<file path="src/rtl/key_debounce_multi.sv">
// N-channel push-button debouncer: 2-FF sync, bounce filter, and
// press/release/long-press strobes with a wrapping per-channel press counter.
module key_debounce_multi #(
    parameter int N_KEYS      = 4,
    parameter int DEB_CYCLES  = 1000000,
    parameter int LONG_CYCLES = 100000000,
    parameter int CNT_W       = 4,
    parameter int ACTIVE_LOW  = 1
) (
    input  logic                      clk,
    input  logic                      rst,
    input  logic [N_KEYS-1:0]         key,
    output logic [N_KEYS-1:0]         key_state,
    output logic [N_KEYS-1:0]         press_pulse,
    output logic [N_KEYS-1:0]         release_pulse,
    output logic [N_KEYS-1:0]         long_pulse,
    output logic [N_KEYS*CNT_W-1:0]   press_cnt
);

    localparam int MAXC   = (DEB_CYCLES > LONG_CYCLES) ? DEB_CYCLES : LONG_CYCLES;
    localparam int STAB_W = $clog2(MAXC + 1);

    localparam logic [1:0] S_IDLE    = 2'd0;
    localparam logic [1:0] S_PWAIT   = 2'd1;
    localparam logic [1:0] S_PRESSED = 2'd2;
    localparam logic [1:0] S_RWAIT   = 2'd3;

    localparam logic [STAB_W-1:0] DEB_LAST = STAB_W'(DEB_CYCLES - 1);
    localparam logic [STAB_W-1:0] LONG_MAX = STAB_W'(LONG_CYCLES);
    localparam logic [STAB_W-1:0] LONG_PRE = STAB_W'(LONG_CYCLES - 1);
    localparam logic [STAB_W-1:0] ONE      = STAB_W'(1);
    localparam logic              REL_LVL  = (ACTIVE_LOW != 0);

    genvar g;
    generate
        for (g = 0; g < N_KEYS; g++) begin : g_ch
            logic              r_sync1;
            logic              r_sync2;
            logic [1:0]        r_state;
            logic [STAB_W-1:0] r_stab;
            logic              r_key_state;
            logic              r_press;
            logic              r_release;
            logic              r_long;
            logic [CNT_W-1:0]  r_cnt;
            logic              w_p;

            // Normalised level: 1 means pressed regardless of pin polarity.
            assign w_p = r_sync2 ^ REL_LVL;

            always_ff @(posedge clk) begin
                if (!rst) begin
                    r_sync1     <= REL_LVL;
                    r_sync2     <= REL_LVL;
                    r_state     <= S_IDLE;
                    r_stab      <= '0;
                    r_key_state <= 1'b0;
                    r_press     <= 1'b0;
                    r_release   <= 1'b0;
                    r_long      <= 1'b0;
                    r_cnt       <= '0;
                end else begin
                    r_sync1   <= key[g];
                    r_sync2   <= r_sync1;
                    r_press   <= 1'b0;
                    r_release <= 1'b0;
                    r_long    <= 1'b0;
                    case (r_state)
                        S_IDLE: begin
                            if (w_p) begin
                                r_state <= S_PWAIT;
                                r_stab  <= ONE;
                            end
                        end
                        S_PWAIT: begin
                            if (!w_p) begin
                                r_state <= S_IDLE;
                                r_stab  <= '0;
                            end else if (r_stab == DEB_LAST) begin
                                r_state     <= S_PRESSED;
                                r_stab      <= '0;
                                r_press     <= 1'b1;
                                r_key_state <= 1'b1;
                                r_cnt       <= r_cnt + CNT_W'(1);
                            end else begin
                                r_stab <= r_stab + ONE;
                            end
                        end
                        S_PRESSED: begin
                            if (!w_p) begin
                                r_state <= S_RWAIT;
                                r_stab  <= ONE;
                            end else if (r_stab != LONG_MAX) begin
                                r_stab <= r_stab + ONE;
                                if (r_stab == LONG_PRE)
                                    r_long <= 1'b1;
                            end
                        end
                        S_RWAIT: begin
                            // Returning to PRESSED saturated keeps long-press disarmed.
                            if (w_p) begin
                                r_state <= S_PRESSED;
                                r_stab  <= LONG_MAX;
                            end else if (r_stab == DEB_LAST) begin
                                r_state     <= S_IDLE;
                                r_stab      <= '0;
                                r_release   <= 1'b1;
                                r_key_state <= 1'b0;
                            end else begin
                                r_stab <= r_stab + ONE;
                            end
                        end
                        default: begin
                            r_state <= S_IDLE;
                            r_stab  <= '0;
                        end
                    endcase
                end
            end

            assign key_state[g]                 = r_key_state;
            assign press_pulse[g]               = r_press;
            assign release_pulse[g]             = r_release;
            assign long_pulse[g]                = r_long;
            assign press_cnt[g*CNT_W +: CNT_W]  = r_cnt;
        end
    endgenerate

endmodule
</file>
<file path="config.mk">
export PLATFORM = sky130hd
export DESIGN_NAME = key_debounce_multi
export DESIGN_NICKNAME = d
export VERILOG_FILES = /design/src/rtl/key_debounce_multi.sv
export SDC_FILE = /design/constraint.sdc
export NUM_CORES = 1
export LEC_CHECK = 0
export ABC_CLOCK_PERIOD_IN_PS = 5400
export CELL_PAD_IN_SITES_DETAIL_PLACEMENT = 1
export CELL_PAD_IN_SITES_GLOBAL_PLACEMENT = 2
export CORE_ASPECT_RATIO = 1.1
export CORE_MARGIN = 2
export CORE_UTILIZATION = 40
export DETAILED_ROUTE_END_ITERATION = 6
export GPL_TIMING_DRIVEN = 0
export HOLD_SLACK_MARGIN = 0.1
export PLACE_DENSITY = 0.92
export SLEW_MARGIN = 20
export SYNTH_ARGS = -nofsm -noshare
export SYNTH_HDL_FRONTEND = slang
export SYNTH_SLANG_ARGS = --single-unit
</file>
<file path="constraint.sdc">
create_clock -name clk -period 5.4 [get_ports clk]
set_input_delay 1.35 -clock clk [delete_from_list [all_inputs] [get_ports clk]]
set_output_delay 1.35 -clock clk [all_outputs]
set_load 0.01 [all_outputs]
</file>
==> results of run 1 <==
[how the worst max path moves through the flow]
stage / startpoint / endpoint / slack (ps)
6_report: rst / g_ch[1].r_press / 1540
5_1_grt: rst / g_ch[1].r_press / 1350
4_1_cts: rst / g_ch[1].r_press / 1520
3_5_place_dp: rst / g_ch[1].r_press / 1050
3_3_place_gp: rst / g_ch[1].r_press / 1090
2_1_floorplan: rst / g_ch[1].r_stab[26] / 2950
[cell families after synthesis]
family / Yosys count / share of synthesized area
XOR/XNOR: 47 / 0.0457
AO/OA/AOI/OAI: 251 / 0.180
adder cells (fa/ha/maj): 14 / 0.0189
flip-flops: 156 / 0.346
AND/OR/NAND/NOR: 564 / 0.347
multiplexers: 4 / 0.00444
buffers and inverters: 112 / 0.0583
[flip-flops by register name (all words and copies together) (netlist names), named ones only]
register and cells:
g_ch.r_release 4, g_ch.r_state 4, g_ch.r_long 4, g_ch.r_cnt 16, g_ch.r_stab 108, g_ch.r_sync1 4
g_ch.r_sync2 4, g_ch.r_key_state 4, g_ch.r_press 4
[report_power, final]
group	switching (mW)	total [mW]	internal [mW]
registers	0.00809	1.17	1.16
logic	0.0770	0.111	0.0336
clock network	0.513	1.35	0.841
total	0.599	2.63	2.03
[cells in the mapped netlist (4+ instances only)]
cell type | instances | area share
dfxtp_1 | 156 | 0.35
nor2_1 | 120 | 0.050
nand2_1 | 84 | 0.035
a21oi_1 | 76 | 0.042
nand3_1 | 56 | 0.031
o21ai_0 | 56 | 0.031
nor3_1 | 47 | 0.026
clkbuf_1 | 46 | 0.019
nand4_1 | 43 | 0.030
nor4_1 | 34 | 0.024
xnor2_1 | 33 | 0.032
and3_1 | 32 | 0.022
inv_1 | 32 | 0.013
or3_1 | 23 | 0.016
and4_1 | 21 | 0.020
buf_4 | 18 | 0.015
a31oi_1 | 17 | 0.012
nand2b_1 | 15 | 0.010
and2_1 | 14 | 0.0097
xor2_1 | 14 | 0.014
ha_1 | 12 | 0.017
buf_2 | 11 | 0.0061
or4_1 | 11 | 0.0092
nor4b_1 | 10 | 0.0097
o22ai_1 | 10 | 0.0069
nor2b_1 | 7 | 0.0049
nor4bb_1 | 7 | 0.0078
o211ai_1 | 7 | 0.0058
a22o_1 | 6 | 0.0058
a311oi_1 | 6 | 0.0058
nor3b_1 | 6 | 0.0050
o31ai_1 | 6 | 0.0050
or2_2 | 6 | 0.0042
a211o_1 | 5 | 0.0049
nand4b_1 | 5 | 0.0049
nor4_2 | 5 | 0.0069
o21a_1 | 5 | 0.0042
o41ai_1 | 5 | 0.0049
a21boi_0 | 4 | 0.0033
a32oi_1 | 4 | 0.0039
mux2i_1 | 4 | 0.0044
o2bb2ai_1 | 4 | 0.0039
[metrics by stage]
stage                     worst slack [ps]  utilization
after floorplan                       2950            -
after global placement                1090        0.441
after detailed placement              1050        0.441
after CTS                             1520        0.471
after global routing                  1350        0.471
final                                 1540        0.471
[area by class of cell]
type                       instances  area, um2  area share
multi-input combinational        880       5370       0.516
sequential                       156       3120       0.300
inverter                          32        120      0.0115
clock inverter                    11        191      0.0184
buffer                            80        405      0.0390
clock buffer                      20        457      0.0439
tap                              295        369      0.0355
timing repair buffer              37        370      0.0356
[layer usage]
layer	up-vias	part of all wire
li1	4367	-
met3	72	0.039
met4	0	0.036
met5	-	0
met2	239	0.48
met1	4609	0.45
[critical path, stage by stage]
cell and delay, ps:
clkdlybuf4s50_1 680, inv_1 270, clkbuf_1 500, clkbuf_1 490, buf_1 650, nor2_1 180
==> summary.md, run 1 <==
| Metric | Value |
|---|---|
| Crit Path Max Fanout | 10 |
| Max-Cap Viols | 0 |
| CP required | 5680 ps |
| Status | finished clean |
| Worst-margin pin slew | 931 ps |
| Worst-case clock buffer depth | 2 |
| H-tree levels | 4 |
| Most frequent cells in the layout | dfxtp_1, nor2_1, nand2_1 |
| RR Endpoint | g_ch[2].r_stab[25] |
| Rows | 57 |
| Global route overflow | 0 |
| Resized cells post-CTS | 0 |
| Main flop type after synthesis | dfxtp_1 |
| Initial antenna violation count | 0 |
| Synth Net Count | 1166 |
| Cell Pwr Density | 253 nW/um2 |
| Non-filler cells, final | 1511 |
| Final ANT Viol Nets | 0 |
| DR pass1 iterations | 5 |
| Unrepaired setup endpoints after global routing | no |
| Met1 Usage GRT | 0.330 |
| DR DRC count | 0 |
| Period utilization | 0.714 |
| CTS Sinks | 156 |
| EDFF count, synth | 0 |
| I/O pin count | 38 |
| Reg-to-reg slack, setup | 2600 ps |
| CTS tree | done |
| Drt initial violations | 647 |
| Root Driver | clkbuf_16 |
| Postcts setup bufs | 0 |
| Met2 Resource Use GR | 0.441 |
| Busiest grt layer | met2 |
| Cells after Synth | 1148 |
| Ys Warns | 0 |
| Seq/Total Area, Yosys | 0.346 |
| Core Box Area | 22100 um2 |
| CP arrival | 4130 ps |
| TritonCTS Buffers | 17 |
| Slew Limit Fails | 0 |
| N_diodes | 0 |
| Setup CP Type | in2reg |
| Mapped Avg Cell Area | 7.85 um2 |
| Area growth syn-to-layout | 15.4% |
| Met3 usage | 0.0387 |
| Setup_tns | 0 ps |
| Pleak | 3.37 nW |
| DIE HEIGHT | 161 um |
| Routability cong. | 0.896 |
| Skew-Pair Late Insertion Delay | 440 ps |
| Drt wl/cell | 20.1 um |
| Peak VDD IR | 0.244 mV |
| Placed cell area | 9760 um2 |
| Crit. End Element | flip-flop |
| Initial Util | 0.408 |
| Post-route cell area | 10400 um2 |
| Synthesized area | 9020 um2 |
| # fillers | 2733 |
| Clock skew | 7.43 ps |
| Hold EP | g_ch[1].r_sync2 |
| Fmax achieved | 0.259 GHz |
| Fin. Hold Viols | 0 |
| First-pass GRT wire length | 50000 um |
| DP HPWL | 21700 um |
| Hold depth | 1 |
| Hold_sp | g_ch[1].r_sync1 |
| Minimum clock period | 3860 ps |
| GRT Overall Usage | 0.261 |
| Die X | 147 um |
| PortBufs | 37 |
| Vias | 9287 |
| Worst setup SP type | input port |
| Slew HR | 0.379 |
| FF-to-FF Start | g_ch[2].r_stab[0] |
| Hold_ws | 409 ps |
| Fraction of layout cells with a size suffix above 1 | 0.0724 |
| Largest net degree at the start of global routing | 17 |
| Cts hold-fix bufs | 0 |
| Tot Pwr | 2.63 mW |
| Leading cell type in the layout, fill and taps excluded | dfxtp_1 |
| Placed cell count | 1480 |
| Final setup vio count | 0 |
| Synth cell types | 83 |
| Total wire length | 30400 um |
| Flops & latches, synth | 156 |
| Vias in the first global route | 9404 |
| Final Net Count | 1222 |
| Vias per inst | 6.15 |
| Worst-path clk slew | 60 ps |
| Worst min-delay path category | reg2reg |
| Synth async-reset ratio | 0 |
| Worst reg2reg path depth | 8 |
| Die area | 23800 um2 |
(Power assumes the default switching activity.)
==> inputs of run 2 (changes only) <==
--- a/config.mk
+++ b/config.mk
@@ -5,16 +5,16 @@
 export SDC_FILE = /design/constraint.sdc
 export NUM_CORES = 1
 export LEC_CHECK = 0
-export ABC_CLOCK_PERIOD_IN_PS = 5400
+export ABC_CLOCK_PERIOD_IN_PS = 3600
 export CELL_PAD_IN_SITES_DETAIL_PLACEMENT = 1
 export CELL_PAD_IN_SITES_GLOBAL_PLACEMENT = 2
 export CORE_ASPECT_RATIO = 1.1
 export CORE_MARGIN = 2
-export CORE_UTILIZATION = 40
+export CORE_UTILIZATION = 37
 export DETAILED_ROUTE_END_ITERATION = 6
 export GPL_TIMING_DRIVEN = 0
 export HOLD_SLACK_MARGIN = 0.1
-export PLACE_DENSITY = 0.92
+export PLACE_DENSITY = 0.86
 export SLEW_MARGIN = 20
 export SYNTH_ARGS = -nofsm -noshare
 export SYNTH_HDL_FRONTEND = slang
==> constraint.sdc (replaced) <==
create_clock -name clk -period 3.6 [get_ports clk]
set_input_delay 0.9 -clock clk [delete_from_list [all_inputs] [get_ports clk]]
set_output_delay 0.9 -clock clk [all_outputs]
set_load 0.01 [all_outputs]
==> summary.md, run 2 (synthesis gave the netlist of run 1 again) <==
| Metric | Value |
|---|---|
| Crit Path Max Fanout | 10 (unchanged) |
| Crit path buf inv count | 5 (unchanged) |
| Placed cell count | 1490 (was 1480) |
| Final ANT Viol Nets | 0 (unchanged) |
| PortBufs | 37 (unchanged) |
| Largest net degree at the start of global routing | 17 (unchanged) |
| Max-Cap Viols | 0 (unchanged) |
| Logic pwr share | 0.044 (was 0.042) |
| Period utilization | 0.930 |
| Root Driver | clkbuf_16 (unchanged) |
| Levels on crit path | 6 (unchanged) |
| Crit. End Element | flip-flop (unchanged) |
| Postcts setup bufs | 0 (unchanged) |
| # fillers | 2903 (was 2733) |
| Largest Register | g_ch.r_stab (unchanged) |
| Drt initial violations | 545 (was 647) |
| Final setup vio count | 0 (unchanged) |
| Multi-input logic area | 5370 um2 (unchanged) |
| Worst-path clk slew | 60 ps (about the same) |
| Non-filler cells, final | 1521 (was 1511) |
| Worst-case clock buffer depth | 2 (unchanged) |
| Setup CP Type | in2reg (unchanged) |
| Resized cells post-CTS | 0 (unchanged) |
| Internal power | 2.89 mW (was 2.03 mW) |
| Hold depth | 1 (unchanged) |
| Vias per inst | 5.96 (was 6.15) |
| Area growth syn-to-layout | 14.9% (was 15.4%) |
| Initial Util | 0.379 (was 0.408) |
| Global route overflow | 0 (unchanged) |
| Slowest cell on crit path | clkbuf_1 (was clkdlybuf4s50_1) |
| DR DRC count | 0 (unchanged) |
| Clock power frac | 0.495 (was 0.515) |
| Most frequent cell on the critical path | clkbuf_1 (unchanged) |
| Minimum clock period | 3350 ps |
| Sw power | 896 uW (was 599 uW) |
| Total wire length | 29900 um (was 30400 um) |
| Worst setup SP type | input port (unchanged) |
| First-pass GRT wire length | 49300 um (was 50000 um) |
| CTS Sinks | 156 (unchanged) |
| Cell Pwr Density | 366 nW/um2 (was 253 nW/um2) |
| TritonCTS Buffers | 17 (unchanged) |
| Vias in the first global route | 9171 (was 9404) |
| Slew Limit Fails | 0 (unchanged) |
| Clock skew | 9.18 ps (was 7.43 ps) |
| Max stage delay on crit path | 700 ps (was 680 ps) |
| DIE HEIGHT | 168 um (was 161 um) |
| Largest registers | g_ch.r_stab: 108 flops, g_ch.r_cnt: 16 flops (unchanged) |
| Worst min-delay path category | reg2reg (unchanged) |
| Drt wl/cell | 19.7 um (was 20.1 um) |
| CTS tree | done (unchanged) |
| Slew HR | 0.414 (was 0.379) |
| Die area | 25600 um2 (was 23800 um2) |
| Worst-margin pin slew | 878 ps (was 931 ps) |
| Fin. Hold Viols | 0 (unchanged) |
| Die X | 153 um (was 147 um) |
| CP Cell Sequence | clkdlybuf4s50_1, inv_1, clkbuf_1, clkbuf_1, clkbuf_1, a21oi_1 (was clkdlybuf4s50_1, inv_1, clkbuf_1, clkbuf_1, buf_1, nor2_1) |
| Worst reg2reg path depth | 8 (unchanged) |
| Fraction of layout cells with a size suffix above 1 | 0.0707 (was 0.0724) |
| Cts hold-fix bufs | 0 (unchanged) |
| Pleak | 3.34 nW (was 3.37 nW) |
| I/O pin count | 38 (unchanged) |
| Rows | 59 (was 57) |
| Sequential share of power | 0.462 (was 0.443) |
| Final Net Count | 1222 (unchanged) |
| CP required | 3880 ps (was 5680 ps) |
| Most frequent cells in the layout | dfxtp_1, nor2_1, nand2_1 (unchanged) |
| Placed cell area | 9770 um2 (was 9760 um2) |
| Status | finished clean (unchanged) |
| H-tree levels | 4 (unchanged) |
| Vias | 9065 (was 9287) |
| Skew-Pair Late Insertion Delay | 440 ps (about the same) |
| Fin util | 0.436 (was 0.471) |
| Post-route cell area | 10400 um2 (about the same) |
| Register area | 3120 um2 (unchanged) |
| DP HPWL | 21700 um (about the same) |
| Max FFs per register | 108 (unchanged) |
| Hold_ws | 408 ps (was 409 ps) |
| N_diodes | 0 (unchanged) |
| CP top delay family | buffers and inverters (unchanged) |
| DR pass1 iterations | 5 (unchanged) |
| Routability cong. | 0.884 (was 0.896) |
| Fmax achieved | 0.299 GHz |
| Switching share of power | 0.236 (was 0.227) |
| Leading cell type in the layout, fill and taps excluded | dfxtp_1 (unchanged) |
| Unrepaired setup endpoints after global routing | no (unchanged) |
| GRT Overall Usage | 0.236 (was 0.261) |
| Initial antenna violation count | 0 (unchanged) |
| Peak VDD IR | 0.305 mV (was 0.244 mV) |
| CP arrival | 3630 ps (was 4130 ps) |
| Core Box Area | 23800 um2 (was 22100 um2) |
## run 2: cell count changes in the layout (fill, tap and decap cells not counted)
| cell | delta |
|---|---|
| clkinv_4 | +1 |
| clkinv_2 | -1 |
| bufinv_16 | -2 |
| clkbuf_8 | -1 |
| clkbuf_1 | +2 |
| clkinvlp_4 | +1 |
## run 2: path summary, 6_finish.rpt
kind | startpoint | end | slack, ps
setup / recovery | rst | g_ch[2].r_cnt[3] | 250
setup reg to reg | g_ch[2].r_stab[0] | g_ch[2].r_stab[12] | 880
hold reg to reg | g_ch[2].r_sync1 | g_ch[2].r_sync2 | 410
hold / removal | g_ch[2].r_sync1 | g_ch[2].r_sync2 | 410
## run 2: power groups by stage
stage,clock network [mW],logic [mW],registers [mW]
floorplan,0,0.0987,1.78
global placement,0,0.165,1.79
detailed placement,0,0.167,1.79
CTS,1.91,0.168,1.75
global route,1.98,0.183,1.75
finish,1.87,0.166,1.75
## run 2: metrics by stage
stage | TNS [ps] | power [mW] | worst slack [ps]
after detailed placement | -8630 | 1.95 | -230
final | 0 | 3.79 | 252
after global placement | -5550 | 1.95 | -174
after CTS | 0 | 3.82 | 196
after global routing | 0 | 3.91 | 69.4
after floorplan | 0 | 1.88 | 1420
## run 2: area by class of cell
| cell class | count | share of cell area |
|---|---|---|
| clock buffer | 21 | 0.0435 |
| tap | 305 | 0.0368 |
| sequential | 156 | 0.301 |
| multi-input combinational | 880 | 0.518 |
| buffer | 80 | 0.0391 |
| clock inverter | 10 | 0.0138 |
| inverter | 32 | 0.0116 |
| timing repair buffer | 37 | 0.0357 |
## run 2: routing by layer
metal  vias up  global-route usage  wire length [um]
met5         -                   0                 0
met4         0              0.0688               546
met3        44              0.0329               794
met2       169               0.403             14400
met1      4479               0.310             14200
li1       4373                   -                 -
